<file path="config.mk">
export PLATFORM = sky130hd
export DESIGN_NAME = ram_input_reader
export DESIGN_NICKNAME = d
export VERILOG_FILES = /design/src/rtl/ram_input_reader_pkg.sv /design/src/rtl/ram_input_reader_buf.sv /design/src/rtl/ram_input_reader.sv
export SDC_FILE = /design/constraint.sdc
export NUM_CORES = 1
export LEC_CHECK = 0
export CAP_MARGIN = 20
export CORE_AREA = 5 5 97 99
export DETAILED_ROUTE_END_ITERATION = 12
export DIE_AREA = 0 0 102 104
export GPL_TIMING_DRIVEN = 0
export PLACE_DENSITY = 0.57
export SLEW_MARGIN = 25
export SYNTH_ARGS = -nofsm -noshare
export SYNTH_HDL_FRONTEND = slang
export SYNTH_SLANG_ARGS = --single-unit
</file>
<file path="constraint.sdc">
create_clock -name clk -period 7.9 [get_ports clk]
set_input_delay 1.58 -clock clk [delete_from_list [all_inputs] [get_ports clk]]
set_output_delay 1.58 -clock clk [all_outputs]
set_load 0.01 [all_outputs]
</file>
<file path="src/rtl/ram_input_reader_pkg.sv">
// rtl/ram_input_reader_pkg.sv - shared parameters, FSM state type and buffer sizing for ram_input_reader
package ram_input_reader_pkg;

  localparam int ADDR_W_DEF = 10;
  localparam int LEN_W_DEF  = 11;

  // Two slots cover the one-cycle RAM latency plus one bit held under backpressure
  localparam int BUF_DEPTH  = 2;
  localparam int OCC_W      = $clog2(BUF_DEPTH + 1);

  typedef enum logic [1:0] {
    IDLE  = 2'd0,
    RUN   = 2'd1,
    DRAIN = 2'd2,
    FIN   = 2'd3
  } state_t;

endpackage

</file>
<file path="src/rtl/ram_input_reader_buf.sv">
// rtl/ram_input_reader_buf.sv - 2-entry 1-bit FIFO holding RAM read data until the consumer takes it
module ram_input_reader_buf
  import ram_input_reader_pkg::*;
(
  input  logic             clk,
  input  logic             rst,
  input  logic             push,
  input  logic             push_data,
  input  logic             pop,
  output logic             head,
  output logic [OCC_W-1:0] occupancy
);

  logic [BUF_DEPTH-1:0] mem;
  // Single-bit pointers are enough because the depth is exactly two
  logic                 rd_ptr;
  logic                 wr_ptr;
  logic [OCC_W-1:0]     count;
  logic                 do_push;
  logic                 do_pop;

  assign do_pop    = pop && (count != '0);
  assign do_push   = push && ((count < OCC_W'(BUF_DEPTH)) || do_pop);
  assign head      = mem[rd_ptr];
  assign occupancy = count;

  // Storage, pointers and fill level; push and pop may coincide
  always_ff @(posedge clk) begin
    if (rst) begin
      mem    <= '0;
      rd_ptr <= 1'b0;
      wr_ptr <= 1'b0;
      count  <= '0;
    end else begin
      if (do_push) begin
        mem[wr_ptr] <= push_data;
        wr_ptr      <= ~wr_ptr;
      end
      if (do_pop) begin
        rd_ptr <= ~rd_ptr;
      end
      case ({do_push, do_pop})
        2'b10:   count <= count + OCC_W'(1);
        2'b01:   count <= count - OCC_W'(1);
        default: count <= count;
      endcase
    end
  end

endmodule

</file>
<file path="src/rtl/ram_input_reader.sv">
// rtl/ram_input_reader.sv - streams a run of bits from the input RAM onto a valid/ready stream (optional RAM_INPUT_READER_POPCOUNT_EN)
module ram_input_reader
  import ram_input_reader_pkg::*;
#(
  parameter int ADDR_W = ADDR_W_DEF,
  parameter int LEN_W  = LEN_W_DEF
) (
  input  logic              clk,
  input  logic              rst,
  input  logic              start,
  input  logic [ADDR_W-1:0] base_addr,
  input  logic [LEN_W-1:0]  length,
  output logic [ADDR_W-1:0] ram_addr,
  input  logic              ram_q,
  output logic              bit_out,
  output logic              bit_valid,
  input  logic              bit_ready,
  output logic              bit_last,
  output logic              busy,
  output logic              done
`ifdef RAM_INPUT_READER_POPCOUNT_EN
  ,
  output logic [LEN_W-1:0]  ones_count
`endif
);

  state_t            state;
  state_t            state_next;
  logic [ADDR_W-1:0] issue_ptr;
  logic [LEN_W-1:0]  issue_cnt;
  logic [LEN_W-1:0]  out_cnt;
  logic [ADDR_W-1:0] addr_hold;
  logic              in_flight;
  logic [OCC_W-1:0]  occ;
  logic              head;
  logic              start_ok;
  logic              issue;
  logic              xfer;
  logic [2:0]        slots;

  assign start_ok  = (state == IDLE) && start;
  assign bit_valid = (occ != '0);
  assign bit_out   = head;
  assign xfer      = bit_valid && bit_ready;
  assign bit_last  = bit_valid && (out_cnt == LEN_W'(1));
  assign busy      = (state != IDLE);
  assign done      = (state == FIN);

  // A pop in this cycle frees its slot in time for the data of a read issued now,
  // which is what keeps one bit per cycle flowing under continuous ready
  assign slots     = 3'(occ) + 3'(in_flight) - 3'(xfer);
  assign issue     = (state == RUN) && (issue_cnt != '0) && (slots < 3'd2);

  // The address is presented in the issue cycle; otherwise the last one is held
  assign ram_addr  = issue ? issue_ptr : addr_hold;

  ram_input_reader_buf u_buf (
    .clk       (clk),
    .rst       (rst),
    .push      (in_flight),
    .push_data (ram_q),
    .pop       (xfer),
    .head      (head),
    .occupancy (occ)
  );

  // State register
  always_ff @(posedge clk) begin
    if (rst) begin
      state <= IDLE;
    end else begin
      state <= state_next;
    end
  end

  // Next-state decode
  always_comb begin
    state_next = state;
    case (state)
      IDLE: begin
        if (start) begin
          state_next = (length == '0) ? FIN : RUN;
        end
      end
      RUN: begin
        if (issue && (issue_cnt == LEN_W'(1))) begin
          state_next = DRAIN;
        end
      end
      DRAIN: begin
        if (xfer && bit_last) begin
          state_next = FIN;
        end
      end
      FIN: begin
        state_next = IDLE;
      end
      default: begin
        state_next = IDLE;
      end
    endcase
  end

  // Read pointer, issue/output counters and the read-in-flight flag
  always_ff @(posedge clk) begin
    if (rst) begin
      issue_ptr <= '0;
      issue_cnt <= '0;
      out_cnt   <= '0;
      addr_hold <= '0;
      in_flight <= 1'b0;
    end else begin
      addr_hold <= ram_addr;
      in_flight <= issue;
      if (start_ok) begin
        issue_ptr <= base_addr;
        issue_cnt <= length;
        out_cnt   <= length;
      end else begin
        if (issue) begin
          issue_ptr <= issue_ptr + ADDR_W'(1);
          issue_cnt <= issue_cnt - LEN_W'(1);
        end
        if (xfer) begin
          out_cnt <= out_cnt - LEN_W'(1);
        end
      end
    end
  end

`ifdef RAM_INPUT_READER_POPCOUNT_EN
  // Count delivered ones; cleared by an accepted start and frozen once the run ends
  always_ff @(posedge clk) begin
    if (rst) begin
      ones_count <= '0;
    end else if (start_ok) begin
      ones_count <= '0;
    end else if (xfer && bit_out) begin
      ones_count <= ones_count + LEN_W'(1);
    end
  end
`else
  // No side counters: the stream is the only output of a run
`endif

endmodule

</file>
==> impl_results.md <==
- Yosys warnings: 0
- Htree depth: 2
- Router iterations before antenna repair: 4
- Setup slack, reg-to-reg: 4040 ps
- Number of flops mapped to enable cells by yosys: 0
- Worst r2r path cells: 11
- CP startpoint kind: primary input
- Antenna violations before repair: 0
- Via count: 2721
- Final setup violating endpoints: 0
- Tmin final: 7250 ps
- Initial core utilization: 33.9%
- Clock transition at the registers of the reported paths: 100 ps
- DRC: 0
- Worst vdd ir: 118 uV
- Number of setup buffers added after CTS: 0
- Largest net degree at the start of global routing: 16
- Final period util: 91.8%
- GP Congestion: 0.814
- Slew HR: 62.3%
- Die X: 102 um
- Design area: 3500 um^2
- PD cells: 344 nW/um^2
- Crit path max fanout: 10
- Cts-stage hold buffer count: 0
- Post-route ant nets: 0
- Total negative slack: 0 ps
- CTS tree: yes
- Fraction of layout cells with a size suffix above 1: 5.14%
- Iter 0 DRT Violations: 127
- Syn Nets: 381
- RSZ-0062 raised after global routing: false
- Mux cell area share after synthesis: 0.740%
- Final Max Slew Viols: 0
- Simple-Gate Fraction of Synth Area: 26.8%
- Setup crit end: ram_addr[5]
- Cell area after synthesis: 2870 um^2
- FFs w/ async S/R, synth: 0%
- Syn_area_per_cell: 8.43 um^2
- Setup Crit Path Kind: primary input to primary output
- Antenna Cells: 0
- Placed cell areas: 3410 um^2
- Row count: 34
- Synth Instances: 341
- Seq/Total Area, Yosys: 35.5%
- Crit end category: primary output
- Fmax: 138 MHz
- Layout Nets: 428
- Endpoints failing hold: 0
- CORE AREA: 8470 um^2
- Worst setup margin: 648 ps
- HPWL after DPL: 5.98 mm
- Die footprint: 10600 um^2
- Root Buffer: clkbuf_8
- Hold Crit Class: flop to flop
- Gate power share: 52.2%
- Netlist cell types: 51
- Worst Skew: 15.3 ps
- Synth Area in XOR/XNOR: 4.83%
- Synth-to-layout area growth: 21.9%
- CTS max path bufs: 2
- Vias in the first global route: 2672
- Worst Setup SP: bit_ready
- Status: completed
- First-pass GRT wire length: 13.3 mm
- Adder-Cell Fraction of Synth Area: 6.36%
- RR Startpoint: u_buf.occupancy[1]
- Via/cell ratio: 5.47
- Sw Share: 45.1%
- Crit path DAT: 5670 ps
- Clock power share: 13.7%
- Port bufs: 40
- Largest family of logic cells by synthesized area: simple AND/OR/NAND/NOR gates
- Clock latency on the worst-skew pair: 320 ps
- Cts repair resizes: 0
- Hold path cells: 2
- Synthesis-stage register bit count: 51
- Io pins: 41
- Critical path required time: 6320 ps
- Post-synth top flop: dfxtp_1
- Fill cells: 876
- Max Cap Viol: 0
- Int Power: 0.000661 W
- GRT Total Usage: 15.4%
- Die Y-Extent: 104 um
- CTS sink cnt: 51
- Flop pwr share: 34.2%
- Final wirelength: 7.99 mm
- Worst Tran Pin Value: 560 ps
- Total gr overflow: 0
- Wirelength per Cell: 16.1 um
- Critical R2R Capture: issue_cnt[7]
- Switching power: 0.000543 W
- Place WS: 663 ps
- Compound-cell area share of the yosys netlist: 21.0%
- Total CTS buffers: 5
- Leakage: 1.24 nW
## cell type report
cell class / instances / area [um^2] / share of cell area, %
plain buffers: 21 / 91.3 / 2.61
clock buffers: 7 / 86.3 / 2.46
clock inverters: 1 / 8.76 / 0.250
inverters: 12 / 45.0 / 1.29
multi-input cells: 257 / 1720 / 49.0
flip-flops and latches: 51 / 1020 / 29.1
well taps: 108 / 135 / 3.86
repair buffers: 40 / 400 / 11.4
## per-layer routing
metal | track usage (%) | share of wire [%] | up-vias
li1 | - | - | 1378
met4 | 3.47 | 0.98 | 0
met5 | 0 | 0 | -
met3 | 2.48 | 3.7 | 8
met2 | 24.2 | 46 | 58
met1 | 21.9 | 49 | 1277
## registers in the layout, summed over array words and instances, names as in the netlist
signal	count
in_flight	1
u_buf.rd_ptr	1
issue_ptr	10
u_buf.wr_ptr	1
u_buf.occupancy	2
u_buf.mem	2
out_cnt	11
state	2
issue_cnt	11
addr_hold	10
## worst min path at each step
stage / slack (ps) / to / from
2_1_floorplan: 450 / u_buf.mem[0] / u_buf.mem[0]
3_3_place_gp: 470 / u_buf.mem[0] / u_buf.mem[0]
3_5_place_dp: 480 / u_buf.mem[0] / u_buf.mem[0]
4_1_cts: 490 / u_buf.mem[0] / u_buf.mem[0]
5_1_grt: 520 / u_buf.mem[0] / u_buf.mem[0]
6_report: 490 / u_buf.mem[0] / u_buf.mem[0]
## power by group through the flow
stage | logic, W | clock network (W) | registers [W]
after floorplan | 0.000440 | 0 | 0.000393
after global routing | 0.000700 | 0.000182 | 0.000424
after global placement | 0.000619 | 0 | 0.000412
final | 0.000628 | 0.000165 | 0.000411
after detailed placement | 0.000625 | 0 | 0.000416
after CTS | 0.000629 | 0.000171 | 0.000410
## synthesized netlist by cell type, drive strengths merged, types with 3 or more instances
cell / n / area share [%]
inv: 11 / 1.4
o21ai: 17 / 3.0
and2: 4 / 0.87
nor4: 11 / 2.8
nand2: 19 / 2.5
a31oi: 10 / 2.2
clkbuf: 14 / 1.8
nand2b: 9 / 2.0
and3: 7 / 1.6
nor4b: 3 / 0.91
a311oi: 8 / 2.4
nor2: 19 / 2.5
or4: 16 / 4.3
nor3: 7 / 1.2
xor2: 7 / 2.1
o31ai: 11 / 2.9
nand4: 7 / 1.5
buf: 7 / 1.3
o21bai: 10 / 2.6
a21oi: 24 / 4.2
xnor2: 8 / 2.7
dfxtp: 51 / 36
or3: 5 / 1.1
ha: 13 / 5.7
nand3: 19 / 3.3
## layout by cell type, fill, tap and decap left out, drive strengths merged, types with 8 or more instances in the layout
| cell type | instances |
|---|---|
| o31ai | 11 |
| a21oi | 24 |
| dfxtp | 51 |
| nor2 | 19 |
| nor4 | 11 |
| xnor2 | 8 |
| clkbuf | 21 |
| o21ai | 17 |
| ha | 13 |
| nand3 | 19 |
| a31oi | 10 |
| o21bai | 10 |
| nand2 | 19 |
| or4 | 16 |
| a311oi | 8 |
| inv | 11 |
| nand2b | 9 |
| clkdlybuf4s50 | 40 |
## per-stage QoR
| step | total power, W | cells | hold slack (ps) | utilization, % |
|---|---|---|---|---|
| 2_1_floorplan | 0.000833 | 341 | 451 | - |
| 3_3_place_gp | 0.00103 | 489 | 468 | 40.3 |
| 3_5_place_dp | 0.00104 | 489 | 477 | 40.3 |
| 4_1_cts | 0.00121 | 497 | 491 | 41.4 |
| 5_1_grt | 0.00130 | 497 | 523 | 41.4 |
| 6_report | 0.00120 | 497 | 487 | 41.4 |
## critical path: stages
cell and delay (ps):
clkdlybuf4s50_1 460, o21ai_0 210, clkinv_1 430, ha_1 390, nand2b_1 150, fa_1 400, xnor2_2 170, nand3_1 150
buf_1 380, clkbuf_1 470, o21ai_0 220, nand2_1 120, clkdlybuf4s50_1 540
## cell families after synthesis
kind of cell,Yosys count
and+or+nand+nor,134
AOI/OAI and AO/OA,92
DFF,51
buffers and inverters,33
xor gates and xnor gates,15
adders and majority gates,14
muxes,2
Power figures use the tool's default switching activity.
